===== src/rtl/tl_pkg.sv =====
// tl_pkg: constants shared by the traffic-light controller and the traffic
// generator that models vehicle queues in front of it.
//   GREEN/YELLOW/RED/LEFT : 2-bit light encoding driven on La/Lb
//   QW_DEFAULT            : default width of each lane queue counter
package tl_pkg;

    localparam logic [1:0] GREEN  = 2'b00;
    localparam logic [1:0] YELLOW = 2'b01;
    localparam logic [1:0] RED    = 2'b10;
    localparam logic [1:0] LEFT   = 2'b11;

    localparam int unsigned QW_DEFAULT = 4;

endpackage


===== src/rtl/tl_lane_queue.sv =====
// tl_lane_queue: one saturating vehicle queue for a single lane.
//   clk, reset : clock, synchronous active-high reset
//   arr        : one-cycle arrival pulse
//   dep        : departure request (the lane currently has right of way)
//   count      : registered queue length
//   sensor     : queue non-empty, decoded from the registered count
//   took       : a vehicle actually leaves this cycle (dep on a non-empty queue)
//   lost       : an arrival is dropped this cycle (queue full, nothing leaving)
module tl_lane_queue
    import tl_pkg::*;
#(
    parameter int unsigned QW = QW_DEFAULT
) (
    input  logic          clk,
    input  logic          reset,
    input  logic          arr,
    input  logic          dep,
    output logic [QW-1:0] count,
    output logic          sensor,
    output logic          took,
    output logic          lost
);

    logic full;

    assign full   = (count == '1);
    assign took   = dep && (count != '0);
    // A departure in the same cycle frees the slot, so a full queue with a
    // simultaneous departure accepts the arrival and holds its count.
    assign lost   = arr && !took && full;
    assign sensor = (count != '0);

    always_ff @(posedge clk) begin
        if (reset) begin
            count <= '0;
        end else if (arr && !took && !full) begin
            count <= count + QW'(1);
        end else if (took && !arr) begin
            count <= count - QW'(1);
        end
    end

endmodule


===== src/rtl/tl_traffic_gen.sv =====
// tl_traffic_gen: models four vehicle queues (A, B, A-left, B-left) in front
// of a traffic-light controller and reports sensors back to it.
//   clk, reset            : clock, synchronous active-high reset
//   La, Lb                : light state for street A / street B
//   arr_a/arr_b/arr_al/arr_bl : one-cycle vehicle arrival pulses
//   Ta/Tb/Tal/Tbl         : queue non-empty sensors (registered-count decode)
//   qa/qb/qal/qbl         : queue counts
//   departed              : running count of departed vehicles, wraps at 256
//   overflow              : sticky, an arrival was dropped on a full queue
//   conflict              : sticky, both streets non-RED in one cycle
// Build option: define TL_CONFLICT_CHK_EN to implement conflict detection;
// otherwise conflict is constant 0.
module tl_traffic_gen
    import tl_pkg::*;
#(
    parameter int unsigned QW = QW_DEFAULT
) (
    input  logic          clk,
    input  logic          reset,
    input  logic [1:0]    La,
    input  logic [1:0]    Lb,
    input  logic          arr_a,
    input  logic          arr_b,
    input  logic          arr_al,
    input  logic          arr_bl,
    output logic          Ta,
    output logic          Tb,
    output logic          Tal,
    output logic          Tbl,
    output logic [QW-1:0] qa,
    output logic [QW-1:0] qb,
    output logic [QW-1:0] qal,
    output logic [QW-1:0] qbl,
    output logic [7:0]    departed,
    output logic          overflow,
    output logic          conflict
);

    logic dep_a, dep_b, dep_al, dep_bl;
    logic took_a, took_b, took_al, took_bl;
    logic lost_a, lost_b, lost_al, lost_bl;
    logic [2:0] n_took;

    // Straight lanes move on GREEN, turn lanes on LEFT; YELLOW/RED hold.
    always_comb begin
        dep_a  = 1'b0;
        dep_al = 1'b0;
        unique case (La)
            GREEN:       dep_a  = 1'b1;
            LEFT:        dep_al = 1'b1;
            YELLOW, RED: ;
            default:     ;
        endcase
    end

    always_comb begin
        dep_b  = 1'b0;
        dep_bl = 1'b0;
        unique case (Lb)
            GREEN:       dep_b  = 1'b1;
            LEFT:        dep_bl = 1'b1;
            YELLOW, RED: ;
            default:     ;
        endcase
    end

    tl_lane_queue #(.QW(QW)) u_q_a (
        .clk(clk), .reset(reset), .arr(arr_a), .dep(dep_a),
        .count(qa), .sensor(Ta), .took(took_a), .lost(lost_a)
    );

    tl_lane_queue #(.QW(QW)) u_q_b (
        .clk(clk), .reset(reset), .arr(arr_b), .dep(dep_b),
        .count(qb), .sensor(Tb), .took(took_b), .lost(lost_b)
    );

    tl_lane_queue #(.QW(QW)) u_q_al (
        .clk(clk), .reset(reset), .arr(arr_al), .dep(dep_al),
        .count(qal), .sensor(Tal), .took(took_al), .lost(lost_al)
    );

    tl_lane_queue #(.QW(QW)) u_q_bl (
        .clk(clk), .reset(reset), .arr(arr_bl), .dep(dep_bl),
        .count(qbl), .sensor(Tbl), .took(took_bl), .lost(lost_bl)
    );

    assign n_took = 3'(took_a) + 3'(took_b) + 3'(took_al) + 3'(took_bl);

    always_ff @(posedge clk) begin
        if (reset) begin
            departed <= '0;
            overflow <= 1'b0;
        end else begin
            departed <= departed + 8'(n_took);
            if (lost_a || lost_b || lost_al || lost_bl) begin
                overflow <= 1'b1;
            end
        end
    end

`ifdef TL_CONFLICT_CHK_EN
    always_ff @(posedge clk) begin
        if (reset) begin
            conflict <= 1'b0;
        end else if ((La != RED) && (Lb != RED)) begin
            conflict <= 1'b1;
        end
    end
`else
    assign conflict = 1'b0;
`endif

endmodule


===== config.mk =====
export PLATFORM = sky130hd
export DESIGN_NAME = tl_traffic_gen
export DESIGN_NICKNAME = d
export VERILOG_FILES = /design/src/rtl/tl_pkg.sv /design/src/rtl/tl_lane_queue.sv /design/src/rtl/tl_traffic_gen.sv
export SDC_FILE = /design/constraint.sdc
export NUM_CORES = 1
export LEC_CHECK = 0
export BUFFER_PORTS_ARGS = -buffer_cell sky130_fd_sc_hd__buf_2
export CAP_MARGIN = 25
export CORE_MARGIN = 1
export CORE_UTILIZATION = 40
export CTS_CLUSTER_DIAMETER = 80
export DETAILED_ROUTE_END_ITERATION = 8
export PLACE_DENSITY = 0.69
export SYNTH_ARGS = -nofsm -noshare
export SYNTH_HDL_FRONTEND = slang
export SYNTH_SLANG_ARGS = --single-unit

===== constraint.sdc =====
create_clock -name clk -period 3.02 [get_ports clk]
set_input_delay 0.604 -clock clk [delete_from_list [all_inputs] [get_ports clk]]
set_output_delay 0.604 -clock clk [all_outputs]
set_load 0.03 [all_outputs]

After elaboration in Yosys (flattened, before gate mapping)
Index checks and enable logic that the tools add are counted.
Operators by class
  add/subtract/negate cells: 12
  equality and inequality tests: 6
  muxes and demuxes: 12
  reduce and logical (&&, ||, !) cells: 45
Operators with widths (count)
  $mux W4: 8
  $logic_and A1 B1 Y1: 20
  $add A4 B1 Y4 const B: 4
  $eq A4 B4 Y1 const B: 4
  $reduce_bool A4 Y1: 4
  $sub A4 B1 Y4 const B: 4
  $logic_not A1 Y1: 12
  $add A8 B3 Y8: 1
  $reduce_bool A2 Y1: 4
  $eq A2 B2 Y1 const B: 2
  $logic_not A2 Y1: 2
  $mux W1: 4
  $add A2 B1 Y3: 1
  $add A3 B1 Y3: 1
  $logic_or A1 B1 Y1: 3
  $add A1 B1 Y2: 1
Word-level totals
  register bits: 25
  logic and storage cells: 81

Depth between registers and ports, before layout
  depth after elaboration: 9
  depth in mapped cells: 12

Hierarchy
Synthesis repeated with hierarchy kept, for this count alone.
Second synthesis, totals
  cell total of the unflattened synthesis: 204
  area total of the unflattened synthesis: 1853.0 µm²
Modules (own cells, without submodules)
  tl_lane_queue: instances 4, cells each 39, area an instance 351.6 µm²
  tl_traffic_gen: instances 1, cells each 48, area an instance 446.7 µm²

Worst setup path before layout
OpenSTA, ideal clock, no wires.
  path kind: register to register
  start point: register u_q_al.count[0]
  end point: register departed[1]
  arrival time: 2705 ps
  required time: 2892 ps
  slack: 187 ps
  cell stages (with the launch flop): 11
  buffers on the path: 0
  period minus slack after synthesis: 2833 ps
  cells stage by stage: dfxtp_1 -> nor4_2 -> inv_1 -> nand3_1 -> inv_1 -> fa_1 -> inv_1 -> fa_1 -> inv_1 -> fa_1 -> nor2b_1
On the way
  cells in the longest elaborated chain, start to end: 5
Ends and longest elaborated chain
  start: declaration: line tl_lane_queue.sv:18  | output logic [QW-1:0] count,
  start signal: assignment: line tl_lane_queue.sv:37  | count <= count + QW'(1);
  start signal: assignment: line tl_lane_queue.sv:39  | count <= count - QW'(1);
  $reduce_bool A4 Y1
  net Tal: line tl_traffic_gen.sv:28  | output logic Tal,
  $logic_and A1 B1 Y1: line tl_lane_queue.sv:27  | assign took = dep && (count != '0);
  $add A2 B1 Y3: line tl_traffic_gen.sv:87  | assign n_took = 3'(took_a) + 3'(took_b) + 3'(took_al) + 3'(took_bl);
  $add A3 B1 Y3: line tl_traffic_gen.sv:87
  $add A8 B3 Y8: line tl_traffic_gen.sv:94  | departed <= departed + 8'(n_took);
  end signal: assignment: line tl_traffic_gen.sv:94
  end: declaration: line tl_traffic_gen.sv:34  | output logic [7:0] departed,
The timed path passes the listed nets, and every way through them passes these cells.
A chain may end at the register's enable or synchronous reset.

Worst setup path after layout
  start point: register u_q_a.count[0]
  end point: register departed[6]
On the way
  cells in the longest elaborated chain, start to end: 6
Ends and longest elaborated chain (line)
  start: declaration: tl_lane_queue.sv:18
  start signal: assignment: tl_lane_queue.sv:37
  start signal: assignment: tl_lane_queue.sv:39
  $reduce_bool A4 Y1: tl_lane_queue.sv:27
  $logic_and A1 B1 Y1: tl_lane_queue.sv:27
  $add A1 B1 Y2: tl_traffic_gen.sv:87
  $add A2 B1 Y3: tl_traffic_gen.sv:87
  $add A3 B1 Y3: tl_traffic_gen.sv:87
  $add A8 B3 Y8: tl_traffic_gen.sv:94
Every way passes these cells.

==> summary.txt <==
Power Density = 664 nW/µm²
post-DP HPWL = 2620 µm
CTS buffer count = 3
most frequent cells in the layout = buf_2 (38), dfxtp_1 (25), a21oi_1 (16)
R2R cell count = 10
total gr overflow = 0
Ports = 40
fin nets = 260
xor and xnor fraction of the mapped netlist area = 5.22%
cts repair resizes = 0
Compound-Gate Fraction of Synth Area = 17.2%
# clock sinks = 25
Syn Nets = 221
Die W = 66.7 µm
Crit path required time = 3160 ps
multiplexer share of the synthesized area = 2.39%
Placer Congestion = 0.811
crit path capture = departed[6]
Worst Setup Start Kind = flip-flop
initial antenna violation count = 0
Final ANT Viol Nets = 0
CTS HTree Levels = 1
worst skew pair latency = 260 ps
crit end category = flip-flop
period utilisation layout = 91.8%
Synth top area share = 29.9%
dpl ws = 268 ps
core box area = 4000 µm²
Yosys warnings = 0
#FFs+latches synth = 25
Slew headroom = 55.2%
RSZ-0062 raised after global routing = no
vias in the first global route = 1346
main combinational cell family by area after synthesis = simple AND/OR/NAND/NOR gates
area grow syn2layout = 16.8%
WL met3 = 127 µm
leading area contributor after synthesis = dfxtp_1
CTS Buffer Depth = 2
drt first pass iters = 4
commonest non-fill, non-tap cell in the layout = buf_2
Worst Path Arrival = 2910 ps
CP Launch Point = u_q_a.count[0]
Iteration-0 DRC Markers = 94
# Post-CTS Setup Buffers = 0
Pins Over Slew Limit = 0
GRT Total Usage = 16.5%
chip height = 66.7 µm
DR vias/cell = 5.43
Port-buffer cells = 38
vias post-DR = 1537
Pleak = 0.000871 µW
setup TNS = 0 ps
post-synth cell types = 42
syn avg cell area = 8.60 µm²
crit-path max FO = 7
M1 WL = 1670 µm
clock skew = 1.31 ps
post-DR wirelength/cell = 12.3 µm
DRC = 0
placed inst area = 1910 µm²
share of layout cells above drive strength 1 = 19.3%
final instance area = 1960 µm²
maximum capacitance violations = 0
Initial Util = 41.9%
R2R setup slack = 250 ps
dominant cells by area after synthesis = dfxtp_1 (30%), fa_1 (8.4%), ha_1 (6.7%), a21oi_1 (4.8%), xor2_1 (4.7%)
Post-Syn Instances = 195
Rows = 23
WL final = 3470 µm
post-synthesis sequential area ratio = 29.9%
max layer used = met4
number of flops mapped to enable cells by yosys = 0
outcome = finished clean
die area = 4450 µm²
WL met2 = 1610 µm
Worst-Margin Slew = 666 ps
CTS clk-pin slew, worst paths = 80 ps
Synth Area in Simple Gates = 26.0%
hold violation count in the final report = 0
first-pass GRT wire length = 5730 µm
Worst Hold Class = reg -> reg
Post-synth ARST share = 0%
Fmax achieved = 361 MHz
worst-case vdd ir drop = 0.000212 V
Post-Synth Adder-Cell Area = 15.1%
final setup violation count = 0
hold bufs inserted after CTS = 0
Final Worst Setup Slack = 246 ps
R2R Path End = departed[6]
Root Buffer = clkbuf_8
antenna cells = 0
Synth Flop Type = dfxtp_1
Worst R2R Start = u_q_a.count[0]
pin count of the biggest net entering global routing = 31
CTS tree = built
Crit Path Class = reg -> reg
Mapped Area = 1680 µm²
Tmin final = 2770 ps
cell usage after synthesis, drive strengths merged (3+ instances only):
cell,number
a21boi,3
a21oi,16
and2,5
clkbuf,3
dfxtp,25
fa,7
ha,9
inv,12
mux2i,4
nand2,7
nand2b,4
nand3,15
nand4,5
nor2,11
nor3,11
nor3b,3
nor4,6
o211ai,5
o21ai,9
or3,3
xor2,9
flip-flops by register name, indices dropped and copies added, names as in the netlist:
| name | cells |
|---|---|
| u_q_al.count | 4 |
| u_q_a.count | 4 |
| departed | 8 |
| overflow | 1 |
| u_q_b.count | 4 |
| u_q_bl.count | 4 |
metal layers:
metal	global-route usage (%)	vias up
met5	0	-
met2	26.1	28
met4	7.45	0
li1	-	799
met3	3.08	6
met1	21.4	704
power breakdown:
| part | leakage (µW) | internal (µW) | total, µW | switching [µW] |
|---|---|---|---|---|
| clock | 0.0000228 | 94.3 | 196 | 101 |
| sequential | 0.000205 | 390 | 483 | 93.0 |
| combinational | 0.000643 | 224 | 621 | 397 |
| total | 0.000871 | 708 | 1300 | 591 |
area by class of cell:
class | instances | area [µm²]
inverter | 12 | 45.0
fill | 404 | 2040
sequential | 25 | 500
multi-input combinational | 153 | 1110
tap | 50 | 62.6
timing repair buffer | 39 | 198
clock buffer | 4 | 45.0
metrics by stage:
step	util (%)	hold WS, ps	instances	total power [µW]
2_1_floorplan	-	620	195	951
3_3_place_gp	47.8	501	279	1110
4_1_cts	49.0	530	283	1310
6_report	49.0	532	283	1300
5_1_grt	49.0	558	283	1410
3_5_place_dp	47.8	496	279	1110
cell families after synthesis:
| group | count (synthesis) |
|---|---|
| AO/OA/AOI/OAI | 45 |
| XOR/XNOR | 10 |
| adder cells (fa/ha/maj) | 16 |
| buffers and inverters | 17 |
| flip-flops | 25 |
| multiplexers | 4 |
| other | 1 |
| AND/OR/NAND/NOR | 77 |
how the worst min path moves through the flow:
stage	slack [ps]	start	end	cells past startpoint
after floorplan	620	u_q_al.count[2]	u_q_al.count[2]	2
after global placement	500	departed[7]	departed[7]	2
after detailed placement	500	departed[7]	departed[7]	2
after CTS	530	u_q_al.count[2]	u_q_al.count[2]	2
after global routing	560	u_q_al.count[2]	u_q_al.count[2]	2
final	530	u_q_al.count[2]	u_q_al.count[2]	2
critical path, cell delays in order, from the launching register on:
cell	delay, ps
dfxtp_1	390
nor4_2	530
nor3_1	120
fa_1	530
inv_1	50
fa_1	400
inv_1	80
fa_1	230
nand3_1	110
xor2_1	160
nor2_1	50
Note: power is estimated with default switching activity, not from simulation.
